[src/rtl/alu_pipe.sv]
// alu_pipe: two-stage valid/ready pipelined ALU (ADD, INC, NEG, SUB) with
// Z/N/C/V flags.
//
// Stage S1 registers the operand set. The adder works combinationally from
// S1, and its output goes into stage S2, which registers the result and
// flags. Back-pressure from out_ready reaches in_ready combinationally, so
// the pipe runs at one op per cycle with no bubbles.
//
// Ports
//   clk        sole clock, rising edge
//   rst_n      async assert, active-low reset
//   in_valid   operand set presented
//   in_ready   block accepts the operand set this cycle
//   op         00 ADD (A+B), 01 INC (A+1), 10 NEG (-A), 11 SUB (B-A)
//   a, b       operands (b ignored for INC/NEG)
//   out_valid  result presented (S2 occupied)
//   out_ready  consumer takes the result this cycle
//   result     operation result
//   flags      {Z,N,C,V} of result
//   flags_q    {Z,N,C,V} of the most recently retired result
module alu_pipe #(
    parameter int WIDTH     = 32,
    parameter bit FLAG_HOLD = 1'b1
) (
    input  logic             clk,
    input  logic             rst_n,
    input  logic             in_valid,
    output logic             in_ready,
    input  logic [1:0]       op,
    input  logic [WIDTH-1:0] a,
    input  logic [WIDTH-1:0] b,
    output logic             out_valid,
    input  logic             out_ready,
    output logic [WIDTH-1:0] result,
    output logic [3:0]       flags,
    output logic [3:0]       flags_q
);

    typedef enum logic [1:0] {
        OP_ADD = 2'b00,
        OP_INC = 2'b01,
        OP_NEG = 2'b10,
        OP_SUB = 2'b11
    } op_e;

    typedef struct packed {
        op_e              op;
        logic [WIDTH-1:0] a;
        logic [WIDTH-1:0] b;
    } req_t;

    typedef struct packed {
        logic [WIDTH-1:0] result;
        logic [3:0]       flags;   // {Z,N,C,V}
    } rsp_t;

    logic s1_vld_q, s1_vld_d;
    req_t s1_q, s1_d;
    logic s2_vld_q, s2_vld_d;
    rsp_t s2_q, s2_d;

    logic s2_load, in_fire, out_fire;
    rsp_t alu_rsp;

    logic [WIDTH-1:0] x, y;
    logic             cin;
    logic [WIDTH:0]   sum;

    // Handshake. S2 takes S1 when it is empty or is draining this cycle.
    always_comb begin
        s2_load   = s1_vld_q && (!s2_vld_q || out_ready);
        in_ready  = !s1_vld_q || s2_load;
        in_fire   = in_valid && in_ready;
        out_fire  = s2_vld_q && out_ready;
        out_valid = s2_vld_q;
        result    = s2_q.result;
        flags     = s2_q.flags;
    end

    // All four ops map onto one adder, X + Y + cin.
    always_comb begin
        x   = '0;
        y   = '0;
        cin = 1'b0;
        case (s1_q.op)
            OP_ADD: begin x = s1_q.a;  y = s1_q.b;              end
            OP_INC: begin x = s1_q.a;               cin = 1'b1; end
            OP_NEG: begin x = ~s1_q.a;              cin = 1'b1; end
            OP_SUB: begin x = s1_q.b;  y = ~s1_q.a; cin = 1'b1; end
            default: ;
        endcase
        sum = {1'b0, x} + {1'b0, y} + {{WIDTH{1'b0}}, cin};
        alu_rsp.result = sum[WIDTH-1:0];
        alu_rsp.flags  = {(sum[WIDTH-1:0] == '0),
                          sum[WIDTH-1],
                          sum[WIDTH],
                          (x[WIDTH-1] == y[WIDTH-1]) && (sum[WIDTH-1] != x[WIDTH-1])};
    end

    // Next state. Operands are captured only on an input transfer.
    always_comb begin
        s1_vld_d = s1_vld_q;
        s1_d     = s1_q;
        s2_vld_d = s2_vld_q;
        s2_d     = s2_q;
        if (in_fire) begin
            s1_vld_d = 1'b1;
            s1_d     = '{op: op_e'(op), a: a, b: b};
        end else if (s2_load) begin
            s1_vld_d = 1'b0;
        end
        if (s2_load) begin
            s2_vld_d = 1'b1;
            s2_d     = alu_rsp;
        end else if (out_fire) begin
            s2_vld_d = 1'b0;
        end
    end

    always_ff @(posedge clk or negedge rst_n) begin
        if (!rst_n) begin
            s1_vld_q <= 1'b0;
            s1_q     <= '0;
            s2_vld_q <= 1'b0;
            s2_q     <= '0;
        end else begin
            s1_vld_q <= s1_vld_d;
            s1_q     <= s1_d;
            s2_vld_q <= s2_vld_d;
            s2_q     <= s2_d;
        end
    end

    // Flags of the last retired result; captured only on an output transfer.
    generate
        if (FLAG_HOLD) begin : g_flag_hold
            logic [3:0] flags_hold_q, flags_hold_d;

            always_comb begin
                flags_hold_d = flags_hold_q;
                if (out_fire) flags_hold_d = s2_q.flags;
            end

            always_ff @(posedge clk or negedge rst_n) begin
                if (!rst_n) flags_hold_q <= 4'h0;
                else        flags_hold_q <= flags_hold_d;
            end

            assign flags_q = flags_hold_q;
        end else begin : g_no_flag_hold
            assign flags_q = 4'h0;
        end
    endgenerate

endmodule

[config.mk]
export PLATFORM = sky130hd
export DESIGN_NAME = alu_pipe
export DESIGN_NICKNAME = d
export VERILOG_FILES = /design/src/rtl/alu_pipe.sv
export SDC_FILE = /design/constraint.sdc
export NUM_CORES = 1
export LEC_CHECK = 0
export ABC_AREA = 0
export CORE_MARGIN = 2
export CORE_UTILIZATION = 30
export DETAILED_ROUTE_END_ITERATION = 16
export GPL_TIMING_DRIVEN = 1
export SYNTH_ARGS = -nofsm -noshare
export SYNTH_HDL_FRONTEND = slang
export SYNTH_SLANG_ARGS = --single-unit
[constraint.sdc]
create_clock -name clk -period 4.02 [get_ports clk]
set_input_delay 0.804 -clock clk [delete_from_list [all_inputs] [get_ports clk]]
set_output_delay 0.804 -clock clk [all_outputs]
set_load 0.01 [all_outputs]
==> results of run 1 <==
[worst max-delay path by stage]
| stage | start | end | slack, ns | cells after the start |
|---|---|---|---|---|
| 4_1_cts | s1_q[64] | flags[3] | 0.002 | 17 |
| 2_1_floorplan | s1_q[65] | flags[3] | 0.01 | 17 |
| 3_5_place_dp | s1_q[64] | flags[3] | -0.03 | 17 |
| 5_1_grt | s1_q[64] | flags[3] | -0.04 | 17 |
| 3_3_place_gp | s1_q[64] | flags[3] | 0.04 | 17 |
| 6_report | s1_q[64] | flags[3] | 0.19 | 17 |
[cell usage after synthesis, drive strengths merged, types with 13 or more instances]
cell type	number	area share [%]
a21o	22	2.3
a21oi	71	5.1
buf	13	1.1
clkbuf	40	2.1
dfrtp	107	37
ha	35	6.0
mux2	83	13
nand2	174	9.0
nand2b	36	3.1
nand4	14	1.2
nor2	28	1.5
o21ai	65	4.5
[cell type report]
| cell class | instances | area (um2) | area share [%] |
|---|---|---|---|
| multi-input cells | 651 | 4440 | 46.1 |
| flip-flops and latches | 107 | 2680 | 27.8 |
| repair buffers | 191 | 1740 | 18.1 |
| well taps | 319 | 399 | 4.15 |
| clock buffers | 12 | 256 | 2.66 |
| clock inverters | 4 | 72.6 | 0.754 |
| inverters | 11 | 41.3 | 0.429 |
[registers in the layout, indices dropped and copies added, names as in the netlist]
| signal | flops |
|---|---|
| flags | 4 |
| s1_q | 66 |
| result | 31 |
| flags_q | 4 |
| out_valid | 1 |
| s1_vld_q | 1 |
[metal layers]
layer	part of all wire, %	vias to the layer above	routed length [um]
li1	-	3196	-
met5	0	-	0
met4	0.94	0	187
met1	53	3045	10600
met2	41	149	8210
met3	4.5	11	890
[metrics by stage]
step                      power [mW]  util, %
after floorplan                 3.29        -
after global placement          4.62     38.6
after global routing            6.15     40.8
final                           5.73     40.8
after detailed placement        4.65     38.6
after CTS                       5.67     40.1
[repair_timing]
item,in CTS,in global routing
buffers inserted,0,3
resized for setup,3,29
setup endpoints to repair,1,7
pin swaps,1,15
[cells by family (layout without fill, tap and decap cells)]
family	count (synthesis)	after routing	share of synthesized area [%]
compound gates	211	211	18.2
xor+xnor	22	22	2.66
fa+ha+maj	37	37	6.60
buf+inv	64	218	3.77
flops	107	107	37.0
mux	84	84	13.0
simple gates	297	297	18.7
[power by group through the flow]
stage,clock network [mW],logic (mW),registers (mW)
after CTS,1.02,3.09,1.56
after global placement,0,3.05,1.57
final,0.985,3.19,1.56
after global routing,1.07,3.48,1.60
after detailed placement,0,3.07,1.58
after floorplan,0,1.68,1.61
==> flow_metrics.tcl, run 1 <==
set metrics [dict create \
    run_status "completed" \
    timing.critical_path.slowest_cell_delay_ns 0.55 \
    layout.filler_cells 2368 \
    worstPathArrival_ns 4.09 \
    slew_viol_final 0 \
    via_count 6401 \
    grt-ovfl-total 0 \
    synth.net_count 929 \
    p_r_area_growth_vs_syn_pct 32.9 \
    switching_part_of_the_total_power_pct 38.8 \
    final_period_minus_worst_setup_slack_ns 3.83 \
    r2r_cells 17 \
    routed_length_per_instance_um 15.3 \
    post_route_cells_drive_above_1_share_pct 22.7 \
    clk_path_buf_depth 2 \
    synthesis.area_um2 7240 \
    slew-limit-headroom_pct 55.1 \
    share_clk_of_total_power_pct 17.2 \
    timing.critical_path.max_delay_family "compound AO/OA/AOI/OAI gates" \
    grt_setup_unrepaired "yes" \
    timing.reg2reg.setup_slack_ns 0.19 \
    gr-usage-met1_pct 24.5 \
    dp_cells 1276 \
    power.switching_mw 2.22 \
    yosys_warnings 0 \
    via_count_of_the_first_global_routing_pass 6136 \
    dpl_worst_slack_ns -0.0335 \
    fp.dieArea_um2 25400 \
    max_clock_freq_ghz 0.261 \
    mostFrequentLayoutCells "sky130_fd_sc_hd__nand2_1 (172), sky130_fd_sc_hd__clkdlybuf4s50_1 (110), sky130_fd_sc_hd__dfrtp_1 (107)" \
    drc_errors 0 \
    antenna_found_initial 0 \
    die_height_um 159 \
    totalNegativeSetupSlack_ns 0 \
    critical_path_required_ns 4.28 \
    hold_class "input port to async pin" \
    count_of_input_and_output_buffers 111 \
    ctsHoldBuffers 0 \
    place.detailed.hpwl_um 15600 \
    detailed_place.area_um2 9130 \
    max-cap-violations 0 \
    h-tree-depth 3 \
    cellInternalPower_mw 3.51 \
    postSynthCellCount 822 \
    timing.rr.end "flags[3]" \
    first_pass_grt_wire_length_um 33000 \
    power_density_nw_per_um2 595 \
    cts_tree "yes" \
    gr-usage-met2_pct 22.9 \
    timing.final.crit_share_pct 95.3 \
    number_of_antenna_repair_diodes 0 \
    yosys_most_used_dff "sky130_fd_sc_hd__dfrtp_1" \
    cp-start-kind "flip-flop" \
    routability_congestion_estimate_from_global_placement 0.880 \
    std_cell_rows 56 \
    vdd_drop_max_uv 214 \
    worst_path_max_delay_cell "sky130_fd_sc_hd__or4b_4" \
    via_per_inst 4.94 \
    endpoint_kind "flip-flop" \
    route.antenna.remaining_nets 0 \
    die_width_um 159 \
    total_leakage_power_nw 4.14 \
    finish.cell_count_without_fillers 1295 \
    layout.cells.most_common "sky130_fd_sc_hd__nand2_1" \
    boundaryPins 112 \
    cts.sink_count 107 \
    synth.yosys.seq_area_share_pct 37.0 \
    routed_wl_um 19900 \
    rr_startpoint "s1_q[64]" \
    fin_skew_ns 0.00740 \
    total_cts_buffers 9 \
    asyncSetResetFlopFracSynth_pct 100 \
    synth_enable_flop_cells 0 \
    synth.avg_cell_area_um2 8.81 \
    critical_path.n_buffers_inverters 2 \
    clock_insertion_delay_worst_skew_ns 0.36 \
    drt-initial-drc-count 410 \
    dr.pass1.iters 5 \
    finish.instance_area_um2 9630 \
    worst-path-max-fanout 4 \
    worst_slack_ns 0.187 \
    maximum_number_of_pins_on_one_net_before_global_route_repair 59 \
    synthDistinctLibCells 66 \
    power_frac_seq_pct 27.2 \
    timing_worst_slew_pin_value_ns 0.674 \
    grt.total_usage_pct 15.9 \
    seq_cells_post_synth 107 \
    setup.worst_path.class "flip-flop to flip-flop" \
    finalSetupViolations 0 \
    start_util_pct 30.7 \
    cts.reportedPaths.clkPinSlew_ns 0.07 \
    finalHoldViolCount 0 \
    busiest_layer "met1" \
    fin_nets 1078 \
    timing.critical_path.cells "inv_2 -> ha_2 -> or2_4 -> a21oi_1 -> a21oi_2 -> fa_2 -> inv_1 -> fa_2 -> a21oi_4 -> o22ai_2 -> a21oi_2 -> a311oi_4 -> or4b_4 -> a222oi_1 -> and4_1 -> nand4_1 -> o41ai_2" \
    fin_hold_ws_ns 0.467 \
    met3_global_route_usage_pct 2.97 \
    clk_root_buffer_cell "sky130_fd_sc_hd__clkbuf_16" \
    power_share_of_the_combinational_group_pct 55.6 \
    core_um2 23600 \
]
(Power assumes the default switching activity.)
==> run 2, diff against run 1 <==
--- a/config.mk
+++ b/config.mk
@@ -6,6 +6,7 @@
 export NUM_CORES = 1
 export LEC_CHECK = 0
 export ABC_AREA = 0
+export CAP_MARGIN = 20
 export CORE_MARGIN = 2
 export CORE_UTILIZATION = 30
 export DETAILED_ROUTE_END_ITERATION = 16
==> results of run 2 <==
No change in the layout: final DEF, timing and power equal those of run 1.
